--- src/rtl/pc_sequencer.sv ---
// ---------------------------------------------------------------------------
// pc_sequencer
//   Program-counter controller for the decoder core. Sequences instruction
//   fetch from start until a halt instruction. Taken branches are mapped to
//   fetch addresses through a writable branch-target table indexed by the
//   branch immediate. Run status and saturating performance counters are
//   exposed to the host.
//
// Parameters
//   PC_W      width of program counter / instruction address
//   IMM_W     width of branch immediate (table has 2**IMM_W entries)
//   CNT_W     width of cycle and taken-branch counters
//   START_PC  PC loaded on start
//
// Ports
//   clk, reset     clock, synchronous active-high reset
//   start          begin execution (honoured in IDLE or HALTED)
//   cfg_we/idx/addr  branch-table write port (ignored while running)
//   stall          hold PC this cycle
//   branch_taken   branch decision for the current instruction
//   branch_imm     branch immediate, selects the table entry
//   halt           current instruction is the halt instruction
//   pc             current fetch address
//   fetch_en       instruction at pc is valid for execution
//   busy           high while running
//   done           high after halt until next start or reset
//   cycle_cnt      running cycles since last start, saturating
//   taken_cnt      taken branches since last start, saturating
// ---------------------------------------------------------------------------
module pc_sequencer #(
    parameter int          PC_W     = 10,
    parameter int          IMM_W    = 5,
    parameter int          CNT_W    = 16,
    parameter int unsigned START_PC = 0
) (
    input  logic             clk,
    input  logic             reset,
    input  logic             start,
    input  logic             cfg_we,
    input  logic [IMM_W-1:0] cfg_idx,
    input  logic [PC_W-1:0]  cfg_addr,
    input  logic             stall,
    input  logic             branch_taken,
    input  logic [IMM_W-1:0] branch_imm,
    input  logic             halt,
    output logic [PC_W-1:0]  pc,
    output logic             fetch_en,
    output logic             busy,
    output logic             done,
    output logic [CNT_W-1:0] cycle_cnt,
    output logic [CNT_W-1:0] taken_cnt
);

    localparam int DEPTH = 2 ** IMM_W;

    typedef enum logic [1:0] {
        IDLE,
        RUN,
        HALTED
    } state_t;

    state_t          state;
    logic [PC_W-1:0] branch_table [DEPTH];
    logic [PC_W-1:0] branch_target;

    // Combinational lookup of the registered table contents.
    assign branch_target = branch_table[branch_imm];

    always_ff @(posedge clk) begin
        if (reset) begin
            state     <= IDLE;
            pc        <= '0;
            fetch_en  <= 1'b0;
            busy      <= 1'b0;
            done      <= 1'b0;
            cycle_cnt <= '0;
            taken_cnt <= '0;
            for (int i = 0; i < DEPTH; i++) begin
                branch_table[i] <= '0;
            end
        end else begin
            case (state)
                IDLE, HALTED: begin
                    // Table is only writable while not running; a write and
                    // a start in the same cycle both take effect.
                    if (cfg_we) begin
                        branch_table[cfg_idx] <= cfg_addr;
                    end
                    if (start) begin
                        state     <= RUN;
                        pc        <= PC_W'(START_PC);
                        fetch_en  <= 1'b1;
                        busy      <= 1'b1;
                        done      <= 1'b0;
                        cycle_cnt <= '0;
                        taken_cnt <= '0;
                    end
                end
                RUN: begin
                    // Every running cycle counts, including stalls and the
                    // halt cycle itself.
                    if (cycle_cnt != '1) begin
                        cycle_cnt <= cycle_cnt + CNT_W'(1);
                    end
                    // Stall freezes the PC and masks halt and branch.
                    if (!stall) begin
                        if (halt) begin
                            state    <= HALTED;
                            fetch_en <= 1'b0;
                            busy     <= 1'b0;
                            done     <= 1'b1;
                        end else if (branch_taken) begin
                            pc <= branch_target;
                            if (taken_cnt != '1) begin
                                taken_cnt <= taken_cnt + CNT_W'(1);
                            end
                        end else begin
                            pc <= pc + PC_W'(1);
                        end
                    end
                end
                default: begin
                    state <= IDLE;
                end
            endcase
        end
    end

endmodule

--- config.mk ---
export PLATFORM = sky130hd
export DESIGN_NAME = pc_sequencer
export DESIGN_NICKNAME = d
export VERILOG_FILES = /design/src/rtl/pc_sequencer.sv
export SDC_FILE = /design/constraint.sdc
export NUM_CORES = 1
export LEC_CHECK = 0
export CORE_MARGIN = 10
export CORE_UTILIZATION = 40
export DETAILED_ROUTE_END_ITERATION = 7
export GPL_TIMING_DRIVEN = 1
export PLACE_DENSITY_LB_ADDON = 0.3
export SLEW_MARGIN = 20
export SYNTH_ARGS = -nofsm -noshare
export SYNTH_HDL_FRONTEND = slang
export SYNTH_SLANG_ARGS = --single-unit
--- constraint.sdc ---
create_clock -name clk -period 2.75 [get_ports clk]
set_clock_uncertainty 0.15 [all_clocks]
set_input_delay 0.55 -clock clk [delete_from_list [all_inputs] [get_ports clk]]
set_output_delay 0.55 -clock clk [all_outputs]
set_load 0.01 [all_outputs]
### Yosys cells after proc, flatten, opt, wreduce, memory -nomap -nowiden

Memories as Yosys holds them, arrays and structs flattened.
Index checks and enable logic that the tools add are counted.

| operators by class | value |
|---|---|
| bitwise logic cells | 0 |
| $lt $le $gt $ge | 0 |
| equal/unequal tests | 11 |
| multiplexer cells | 34 |
| shifts and indexed selects | 0 |
| add/subtract/negate cells | 3 |
| multipliers | 0 |
| div/mod/pow operators | 0 |
| reductions and logical operators | 9 |

Operators with widths:

| cell | number |
|---|---|
| 16-bit two-way mux | 6 |
| 16-bit case mux with 2 select lines | 2 |
| 10-bit two-way mux | 5 |
| 16-bit by 1-bit adder with 16-bit output, second input constant | 2 |
| 16-bit inequality test, second input constant | 2 |
| 10-bit case mux with 2 select lines | 1 |
| 2-bit inequality test, second input constant | 7 |
| 1-bit two-way mux | 13 |
| 10-bit by 1-bit adder with 10-bit output, second input constant | 1 |
| 10-bit OR reduction | 1 |
| 4-bit AND reduction | 2 |
| 2-bit two-way mux | 3 |
| 3-bit AND reduction | 2 |
| 6-bit AND reduction | 1 |
| 5-bit two-way mux | 1 |
| 1-bit case mux with 2 select lines | 2 |
| 2-bit case mux with 2 select lines | 1 |
| 2-bit by 1-bit == test with 1-bit output, second input constant | 1 |
| 2-bit == test, second input constant | 1 |
| 2-bit logical NOT | 1 |
| 2-bit nonzero test | 1 |
| 2-bit OR reduction | 1 |

| word-level totals | value |
|---|---|
| RAM bits | 320 |
| bits in registers | 46 |
| bits in latches | 0 |
| input port bits | 27 |
| ROM bits | 0 |
| memories | 1 |
| output and inout port bits | 45 |
| logic and storage cells | 64 |

Memory list:

| memory | depth | width | read ports | clocked after memory_dff | write ports | RTL line | RTL |
|---|---|---|---|---|---|---|---|
| branch_table | 32 | 10 | 1 | 0 | 32 | 63 | `logic [PC_W-1:0] branch_table [DEPTH];` |

### Longest topological paths before layout

Gate-level depths: netlist of the first run.

| logic depth | value |
|---|---|
| word-level depth | 7 |
| gate-level depth with buffers | 9 |
| gate-level depth less buffers | 6 |

### Worst setup path after synthesis of the first run

No wires, ideal clock.

| path | value |
|---|---|
| path kind | in2reg |
| start | input port branch_imm[0] |
| end | register pc[7] |
| setup slack | 195 ps |
| arrival time | 2,273 ps |
| library setup time | 132 ps |
| path buffers | 2 |
| data required time | 2,468 ps |
| stages | 7 |
| cells stage by stage | buf_2 > buf_2 > mux4_2 > mux4_2 > mux2i_1 > and3_1 > a211oi_1 |

| on the way | value |
|---|---|
| longest elaborated chain between the ends | 5 |

Ends and longest elaborated chain:

| element | RTL line | RTL |
|---|---|---|
| from (decl) | 44 | `input logic [IMM_W-1:0] branch_imm,` |
| memory read 32 x 10 bit | - |  |
| 10-bit two-way mux | 112 | `end else if (branch_taken) begin` |
| 10-bit two-way mux | 107 | `if (halt) begin` |
| 10-bit two-way mux | 106 | `if (!stall) begin` |
| 10-bit case mux with 2 select lines | 82 | `case (state)` |
| to (signal assigned) | 91 | `pc <= PC_W'(START_PC);` |
| to (signal assigned) | 113 | `pc <= branch_target;` |
| to (signal assigned) | 118 | `pc <= pc + PC_W'(1);` |
| to (decl) | 46 | `output logic [PC_W-1:0] pc,` |

No other way between the ends. The select of a mux whose other input is x is not followed.
A chain may end at the register's enable or synchronous reset.

### Worst setup path in the final report of the first run

| path | value |
|---|---|
| start | register pc[4] |
| end | output port pc[4] |

No word-level cell between the ends.

==> impl_results.md, run 1 <==
* GRT Residual Overflow at 0
* RSZ-0062 raised after global routing: false
* CTS Buf Count at 38
* Synthesis-to-layout area growth at 19.1%
* Initial Utilization at 0.408
* Overall Global Routing Usage at 0.176
* H-Tree Depth at 2
* Critical path data required time at 2.05 ns
* Layout cells sized above 1 at 0.220
* Drt first-iter violations at 946
* Root buffer cell: clkbuf_16
* Fin util at 0.486
* Slew Limit Fails at 0
* Post-CTS Hold Fix Bufs at 0
* Die Y-Extent at 228 um
* Final setup viols at 0
* Clk_lat worst skew at 0.54 ns
* Mapped Cells at 1249
* P_leak at 0.00735 uW
* Worst-path cell with the longest stage delay: clkdlybuf4s50_1
* Fmax at 0.417 GHz
* Post-Syn Area at 17200 um2
* Largest net degree at the start of global routing at 54
* Die ar. at 51800 um2
* Synth Flop Type: edfxtp_1
* Yosys warns at 0
* Post-layout net count at 1395
* Syn avg cell area at 13.8 um2
* Number of max-cap violations at 0
* CTS sink cnt at 366
* CTS tree: built
* Routed len/inst at 23.2 um
* Input/output buffers at 71
* Fin crit period at 2.40 ns
* Number of setup buffers added after CTS at 0
* Via density at 5.43
* Post-synth EDFFs at 320
* Critical path startpoint category: flip-flop
* Worst Tran Pin Value at 0.794 ns
* Worst-path clk slew at 0.06 ns
* I/O pin count at 72
* Netlist cell types at 62
* Area contributors post-synth: edfxtp_1, and2_1, mux4_2
* Worst path top cell family by delay: buffers and inverters
* Clk buf depth at 3
* Outcome: complete, no violations
* PD cells at 617 nW/um2
* Area of the core at 42200 um2
* First-pass GRT wire length at 68000 um
* Post-synth top area share at 0.558
* Worst hold path class: reg -> reg
* Post-route ant nets at 0
* Critical Path Fanout Max at 8
* Final setup margin at 0.350 ns
* Die width at 228 um
* Syn Nets at 1279
* Async set or reset register ratio after synthesis at 0
* Worst rel slew slack at 0.466
* Final wirelength at 44900 um
* Initial antenna violation count at 3
* Final hold viol count at 0
* Post-synthesis sequential area ratio at 0.611
* Arr. time, crit path at 1.70 ns
* Slowest cell delay on critical path at 0.65 ns
* Vias in the first global route at 10700
* Crit. End Element: output pin
* # fillers at 3642
* DR DRC count at 0
* Row Count at 75
* Synth area leader: edfxtp_1
* Seq cells post-synth at 366
* Via count at 10500
* Dpl hpwl at 30700 um
* Routability cong. at 0.836
* Peak VDD IR at 0.331 mV
* Pre-Repair DR Iteration Count at 5
* Post-place setup slack at -0.136 ns
* CP Class: reg -> out
* Hold WS at 0.343 ns
* WP buf/inv at 1
* CP Cell Sequence: clkdlybuf4s50_1
* Number of gates resized after cts at 0
* Final period util at 0.873
## metal layers
layer  global-route usage  part of all wire  routed length (um)
met1                0.240              0.43               19200
met2                0.283              0.47               21300
met3               0.0340             0.076                3410
met4               0.0477             0.023                1020
met5                    0           0.00056                  25
## final cells by class
type / count / area [um2] / area share
clock inverters: 23 / 298 / 0.0145
well taps: 539 / 674 / 0.0328
clock buffers: 44 / 993 / 0.0484
inverters: 7 / 26.3 / 0.00128
repair buffers: 186 / 1770 / 0.0863
diodes: 1 / 2.50 / 0.000122
multi-input cells: 766 / 6230 / 0.304
flip-flops and latches: 366 / 10500 / 0.513
## final timing paths
kind                                 endpoint           from  cells past startpoint  slack, ns
worst max-delay path                    pc[4]          pc[4]                      1       0.35
worst min-delay path            cycle_cnt[13]  cycle_cnt[13]                      2       0.34
worst max register to register   taken_cnt[5]   taken_cnt[0]                      6       0.39
worst min register to register  cycle_cnt[13]  cycle_cnt[13]                      2       0.34
## synthesized netlist by cell type (all sizes together) (17+ instances only)
library cell and n:
nand2 17, or2 34, nor2 75, clkbuf 89, and2 325, a21oi 17, xnor2 18, edfxtp 320
buf 21, mux4 86, o21ai 23, dfxtp 46
## cells in the final DEF (no fill, tap or decap), drive strengths merged, types with 5 or more instances in the layout
cell and count:
a2111oi 8, a211oi 10, a21oi 17, a22o 7
and2 325, and3 5, buf 119, bufinv 7
clkbuf 44, clkdlybuf4s50 67, clkinv 15, dfxtp 46
edfxtp 320, inv 7, mux2i 14, mux4 86
nand2 17, nand2b 10, nand3 13, nand3b 5
nand4 10, nor2 75, nor2b 8, nor3 14
o21ai 23, or2 34, or3 6, xnor2 18
xor2 6
## through the flow
stage,total power [uW],TNS (ns),area [um2],std cells
final,12700,0,20500,1932
after floorplan,6920,0,17200,1249
after global placement,7380,-2.82,19200,1864
after CTS,12800,0,20500,1931
after global routing,13000,0,20500,1931
after detailed placement,7390,-3.85,19200,1864
## report_power, final
group	total [uW]	internal (uW)	switching [uW]
registers	6310	6230	79.8
clock network	5390	3250	2140
logic	963	426	538
## kinds of logic after synthesis
family          share of synthesized area
simple gates                        0.183
mux                                 0.122
xor+xnor                           0.0122
flops                               0.611
compound gates                     0.0421
buf+inv                            0.0273
fa+ha+maj                         0.00218
## state kept, by name, summed over array words and instances (netlist names)
| signal | cells |
|---|---|
| taken_cnt | 16 |
| state | 2 |
| done | 1 |
| cycle_cnt | 16 |
| pc | 10 |
| branch_table | 320 |
| busy | 1 |
No activity file was read; power rests on OpenSTA's default activity.
==> run 2: changes to the inputs <==
--- a/config.mk
+++ b/config.mk
@@ -10,7 +10,6 @@
 export DETAILED_ROUTE_END_ITERATION = 7
 export GPL_TIMING_DRIVEN = 1
 export PLACE_DENSITY_LB_ADDON = 0.3
-export SLEW_MARGIN = 20
 export SYNTH_ARGS = -nofsm -noshare
 export SYNTH_HDL_FRONTEND = slang
 export SYNTH_SLANG_ARGS = --single-unit
==> results of run 2 <==
Same layout as run 1: the final DEF is identical, and so are final timing and power.
